### src/rtl/nios_blink_mem_arbiter.sv
// Round-robin arbiter sharing one single-port on-chip RAM between two Avalon-MM
// pipelined masters, with per-master grant lock and tagged read-data return.
module nios_blink_mem_arbiter #(
  parameter int unsigned ADDR_W      = 13,
  parameter int unsigned DATA_W      = 32,
  parameter int unsigned BE_W        = DATA_W / 8,
  parameter int unsigned MEM_LATENCY = 1
) (
  input  logic              clk,
  input  logic              reset_n,

  input  logic [ADDR_W-1:0] m0_address,
  input  logic [BE_W-1:0]   m0_byteenable,
  input  logic              m0_read,
  input  logic              m0_write,
  input  logic [DATA_W-1:0] m0_writedata,
  input  logic              m0_lock,
  output logic              m0_waitrequest,
  output logic [DATA_W-1:0] m0_readdata,
  output logic              m0_readdatavalid,

  input  logic [ADDR_W-1:0] m1_address,
  input  logic [BE_W-1:0]   m1_byteenable,
  input  logic              m1_read,
  input  logic              m1_write,
  input  logic [DATA_W-1:0] m1_writedata,
  input  logic              m1_lock,
  output logic              m1_waitrequest,
  output logic [DATA_W-1:0] m1_readdata,
  output logic              m1_readdatavalid,

  output logic [ADDR_W-1:0] mem_address,
  output logic [BE_W-1:0]   mem_byteenable,
  output logic              mem_chipselect,
  output logic              mem_write,
  output logic [DATA_W-1:0] mem_writedata,
  output logic              mem_clken,
  input  logic [DATA_W-1:0] mem_readdata
);

  typedef enum logic [1:0] {
    IDLE  = 2'd0,
    LOCK0 = 2'd1,
    LOCK1 = 2'd2
  } state_t;

  state_t                 state, state_nxt;
  logic                   last_grant, last_grant_nxt;
  logic                   req0, req1;
  logic                   gnt0, gnt1;
  logic                   push_valid, push_id;
  logic [MEM_LATENCY-1:0] tag_valid, tag_id;
  logic                   ret_valid, ret_id;

  assign req0 = m0_read | m0_write;
  assign req1 = m1_read | m1_write;

  always_ff @(posedge clk or negedge reset_n) begin
    if (!reset_n) begin
      state      <= IDLE;
      last_grant <= 1'b1;
    end else begin
      state      <= state_nxt;
      last_grant <= last_grant_nxt;
    end
  end

  // Grant selection and lock tracking; grant is combinational in the request cycle
  always_comb begin
    state_nxt      = state;
    last_grant_nxt = last_grant;
    gnt0           = 1'b0;
    gnt1           = 1'b0;
    unique case (state)
      IDLE: begin
        if (req0 && req1) begin
          gnt0 = last_grant;
          gnt1 = ~last_grant;
        end else begin
          gnt0 = req0;
          gnt1 = req1;
        end
        if (gnt0) begin
          last_grant_nxt = 1'b0;
          if (m0_lock) state_nxt = LOCK0;
        end else if (gnt1) begin
          last_grant_nxt = 1'b1;
          if (m1_lock) state_nxt = LOCK1;
        end
      end
      LOCK0: begin
        gnt0 = req0;
        if (req0) last_grant_nxt = 1'b0;
        if (!m0_lock) state_nxt = IDLE;
      end
      LOCK1: begin
        gnt1 = req1;
        if (req1) last_grant_nxt = 1'b1;
        if (!m1_lock) state_nxt = IDLE;
      end
      default: state_nxt = IDLE;
    endcase
    if (!reset_n) begin
      gnt0 = 1'b0;
      gnt1 = 1'b0;
    end
  end

  assign m0_waitrequest = ~gnt0;
  assign m1_waitrequest = ~gnt1;

  assign mem_chipselect = gnt0 | gnt1;
  assign mem_clken      = reset_n;
  assign mem_address    = gnt1 ? m1_address    : m0_address;
  assign mem_byteenable = gnt1 ? m1_byteenable : m0_byteenable;
  assign mem_writedata  = gnt1 ? m1_writedata  : m0_writedata;
  assign mem_write      = (gnt0 & m0_write) | (gnt1 & m1_write);

  // Read+write together counts as a write, so only pure reads are tagged
  assign push_valid = (gnt0 & m0_read & ~m0_write) | (gnt1 & m1_read & ~m1_write);
  assign push_id    = gnt1 & push_valid;

  always_ff @(posedge clk or negedge reset_n) begin
    if (!reset_n) begin
      tag_valid <= '0;
      tag_id    <= '0;
    end else begin
      tag_valid <= MEM_LATENCY'({tag_valid, push_valid});
      tag_id    <= MEM_LATENCY'({tag_id, push_id});
    end
  end

  assign ret_valid = tag_valid[MEM_LATENCY-1];
  assign ret_id    = tag_id[MEM_LATENCY-1];

  assign m0_readdatavalid = ret_valid & ~ret_id;
  assign m1_readdatavalid = ret_valid &  ret_id;
  assign m0_readdata      = m0_readdatavalid ? mem_readdata : '0;
  assign m1_readdata      = m1_readdatavalid ? mem_readdata : '0;

endmodule

### config.mk
export PLATFORM = sky130hd
export DESIGN_NAME = nios_blink_mem_arbiter
export DESIGN_NICKNAME = d
export VERILOG_FILES = /design/src/rtl/nios_blink_mem_arbiter.sv
export SDC_FILE = /design/constraint.sdc
export NUM_CORES = 1
export LEC_CHECK = 0
export CORE_AREA = 2 2 99 101
export CTS_CLUSTER_DIAMETER = 200
export DETAILED_ROUTE_END_ITERATION = 10
export DIE_AREA = 0 0 101 103
export PLACE_DENSITY = 0.74
export SLEW_MARGIN = 20
export SYNTH_ARGS = -nofsm -noshare
export SYNTH_HDL_FRONTEND = slang
export SYNTH_SLANG_ARGS = --single-unit
### constraint.sdc
create_clock -name clk -period 2.4 [get_ports clk]
set_input_delay 0.48 -clock clk [delete_from_list [all_inputs] [get_ports clk]]
set_output_delay 0.48 -clock clk [all_outputs]
set_load 0.05 [all_outputs]
## Yosys cells after proc, flatten, opt, wreduce, memory -nomap -nowiden

Cells that the tools add are included.

| cells by class | value |
|---|---|
| eq/ne operators | 9 |
| mux-type cells | 25 |
| bitwise logic cells | 20 |
| reductions and logical operators | 5 |

Operators by type and width:

| kind | number |
|---|---|
| $mux 32 | 3 |
| $mux 13 | 1 |
| $mux 2 | 6 |
| $mux 1 | 10 |
| $and 1x1->1 | 9 |
| $ne 3x3->1 const B | 3 |
| $ne 2x2->1 const B | 4 |
| $not 1->1 | 6 |
| $pmux 2 s3 | 1 |
| $or 1x1->1 | 5 |
| $reduce_and 5->1 | 1 |
| $mux 4 | 1 |
| $pmux 1 s2 | 2 |
| $reduce_and 4->1 | 1 |
| $pmux 1 s3 | 1 |
| $reduce_bool 3->1 | 1 |
| $eq 2x1->1 const B | 1 |
| $eq 2x2->1 const B | 1 |
| $logic_not 2->1 | 1 |
| $logic_and 1x1->1 | 1 |

| storage, ports and cells | value |
|---|---|
| register bits after elaboration | 5 |
| output and inout port bits | 120 |
| logic and storage cells | 63 |

## Logic depth before layout (Yosys ltp)

| depth | value |
|---|---|
| depth in word-level cells | 10 |
| mapped depth | 7 |
| gate-level depth less buffers | 6 |

## Worst setup path before layout

No wires, ideal clock.

| timing path | value |
|---|---|
| path type | register to output |
| start point | register state[0] |
| end point | output mem_write |
| arrival time | 1.882 ns |
| setup slack | 0.038 ns |
| stages on the path, launching flop included | 5 |
| path through | dfrtp_1 inv_1 ha_1 a21oi_1 o21ai_0 |

| between the ends | value |
|---|---|
| cells in the longest elaborated chain, start to end | 5 |
| elaborated cells between the ends (all ways) | 10 |

Ends and longest elaborated chain:

| element | RTL line | text |
|---|---|---|
| from (decl) | 47 | `state_t state, state_nxt;` |
| from (signal assigned) | 63 | `state <= state_nxt;` |
| $eq 2x1->1, or another cell as far along | 74 | `unique case (state)` |
| $pmux 1 s2 | 74 |  |
| $mux 1 | 103 | `if (!reset_n) begin` |
| $and 1x1->1 | 117 | `assign mem_write = (gnt0 & m0_write) \| (gnt1 & m1_write);` |
| $or 1x1->1 * | 117 |  |
| to (decl) | 35 | `output logic mem_write,` |

Every way passes the cells marked *; elsewhere a longest branch is shown, timed or not.

## Worst setup path after layout

| timing path | value |
|---|---|
| start point | register state[1] |
| end point | output mem_address[3] |

| between the ends | value |
|---|---|
| cells in the longest elaborated chain, start to end | 4 |
| elaborated cells between the ends (all ways) | 5 |

Ends and longest elaborated chain:

| element | RTL line | text |
|---|---|---|
| $eq 2x2->1 / $logic_not 2->1 (equally long branches) | 74 |  |
| $pmux 1 s2 * | 74 |  |
| $mux 1 * | 103 |  |
| $mux 13 * | 114 | `assign mem_address = gnt1 ? m1_address : m0_address;` |
| to (decl) | 32 | `output logic [ADDR_W-1:0] mem_address,` |

Marked as above.

==> results.cfg <==
[status]
status = complete, but fails checks
violations = setup timing

[worst_setup_path]
path_class = flop to output pin
crit_path_max_fanout = 8
rr_worst_depth = 10
cp-end-kind = output pin
critPathLaunchType = flop
r2r_slack_ns = 0.38
r2r_start = state[1]$_DFFE_PN0P_
critPathArrivalTime_ns = 2.16
cp.required_ns = 1.92
r2r_end = ret_valid$_DFF_PN0_

[cts]
clockRootBuffer = clkbuf_8
cts_tree = yes
cts_buffers = 3
clock_path_buffers = 2
clkSinkCount = 5
clk_latency_ns = 0.23
cts.clk_slew.worst_paths_ns = 0.04
cts_max_level = 1

[global_routing]
grt_start_max_net_pins = 34
grt_pass1_vias = 2405
grtUsageTotal = 0.1836
antenna_found_initial = 0
overflow = 0
grt_pass1_wl_mm = 14.43

[synth]
syn-mean-instance-area_um2 = 9.573
synth_top_cell_by_area = mux2_4
synth_warnings = 0
ys_seq_area_frac = 0.07675
synthCells = 172
synth_commonest_cells = mux2_4, and2_1, and3_1
ys.flop_type = dfrtp_1
synth_compound_area_frac = 0.05699
yosysMostFrequentCell = mux2_4
synth_top_area_share = 0.4195
syn-cell-area_um2 = 1647
yosys.area_share.xor_xnor = 0
synthDistinctLibCells = 31
synth_edf_count = 0
syn_nets = 313
synth_top_family_by_area = multiplexers
synth_area_leaders = mux2_4, and2_1, and3_1
async_flop_share = 1.000
synthSimpleGateAreaFrac = 0.3024
ys_ff_latch = 5
muxShareOfSynthArea = 0.4468
synthAdderAreaFrac = 0.02280

[timing]
rsz0062_at_grt = yes
slew_viol_final = 0
max_clock_freq_mhz = 378.1
tightestPinTransition_ns = 0.4162
fin_skew_ns = 0.0003588
whs_ns = 0.3042
final-hold-violation-count = 0
fin_crit_ns = 2.644
final.setup.worst_slack_ns = -0.2445
fin_crit_sh = 1.102
finalSetupViolCount = 50
slew_headroom = 0.7190

[placement]
numPortBuffers = 257
dp_hpwl_mm = 9.099
post-place-ws_ns = -0.4242
gp_congestion = 0.8664
dp.cells = 541

[die]
rows = 36
die_h_um = 103
core_um2 = 9459
initial_core_util = 0.1741
num_io_pins = 258
die_area_um2 = 10400
fp.dieW_um = 101

[finish]
nets = 587
fin_cells = 559
n_antenna_cell = 0
syn_to_final_growth_pct = 253.1
drive_gt1_frac = 0.4787
regArea_um2 = 126.4
nFillCells = 732
utilization = 0.6147
multi_input_area_um2 = 1406

[flow_run]
cap_violations = 0

[routing]
vias_per_cell = 4.338
wl_mm = 10.91
drt_iter0_markers = 57
drtPass1Iterations = 4
antenna_left = 0
dr_total_vias = 2425
route.detailed.drc = 0
wl_per_cell_um = 19.51

[pwr]
p_leak_nw = 2.680
power_mw = 3.973
p_per_area_nw_per_um2 = 683.3
peakVddDrop_uv = 539.1

[min_path]
hold_path_class = input pin to asynchronous set/reset pin
-- cell usage in the layout, fill, tap and decap left out, types with 2 or more instances in the layout --
master,count
nand3b_1,2
o21ai_0,4
and2_1,33
dfrtp_1,4
inv_2,2
mux2_4,46
buf_8,3
mux2_2,4
nor2b_1,2
buf_4,18
ha_4,2
and3_1,32
buf_12,119
buf_6,4
nand3_1,2
clkdlybuf4s50_1,132
dlygate4sd2_1,3
buf_16,4
clkbuf_8,3
nand2_1,5
-- area by class of cell --
cell class              count  share of cell area
clock buffers               4            0.007747
inverters                   2            0.001291
multi-input cells         149              0.2419
flip-flops and latches      5             0.02173
well taps                 114             0.02453
repair buffers            285              0.7028
-- worst max-delay path by stage --
stage,from,endpoint,slack [ns],depth (start not counted)
2_1_floorplan,state[0]$_DFFE_PN0P_,mem_write,0.04,4
4_1_cts,state[1]$_DFFE_PN0P_,mem_address[3],-0.23,8
6_report,state[1]$_DFFE_PN0P_,mem_address[3],-0.24,8
3_3_place_gp,m0_write,mem_writedata[22],-0.38,7
5_1_grt,state[1]$_DFFE_PN0P_,mem_address[2],-0.29,8
3_5_place_dp,m0_write,mem_byteenable[3],-0.42,7
-- power breakdown --
part	total [mW]	leakage, nW	internal, mW	switching [mW]
Clock	0.161	0.0228	0.114	0.0465
Combinational	3.67	2.59	1.92	1.75
Sequential	0.143	0.0637	0.119	0.0240
-- state kept, by name (all words and copies together), names as in the netlist --
name / count
state: 2
last_grant: 1
ret_id: 1
ret_valid: 1
-- critical path, stage by stage, from the launching register on --
cell and delay [ns]:
dfrtp_1 0.42, inv_2 0.10, ha_4 0.14, a21oi_2 0.05, or3b_4 0.41, buf_12 0.17, buf_16 0.15, mux2_4 0.31
buf_12 0.15
-- kinds of logic after synthesis --
kind of cell    count (synthesis)
simple gates                   82
mux                            50
buf+inv                        18
compound gates                 14
flops                           5
fa+ha+maj                       3
-- layer usage --
| layer | up-vias | GRT usage | share of wire |
|---|---|---|---|
| li1 | 1160 | - | - |
| met1 | 1127 | 0.2296 | 0.39 |
| met2 | 124 | 0.3215 | 0.52 |
| met3 | 14 | 0.04610 | 0.075 |
| met4 | 0 | 0.03638 | 0.014 |
| met5 | - | 0 | 0 |
-- what timing repair did --
item | in CTS | in global routing
gates cloned | 4 | 0
pin swaps | 4 | 0
hold buffers | 0 | 0
endpoints found under the setup margin | 51 | 50
gates resized for setup | 36 | 0
setup buffers | 9 | 1
hold endpoints to repair | 0 | 0
-- stage by stage --
stage               TNS (ns)  cell area [um2]
floorplan                  0             1647
global placement      -18.27             5473
detailed placement    -20.23             5473
CTS                   -10.04             5807
global route          -13.02             5814
finish                -10.89             5814
(Power assumes the default switching activity.)
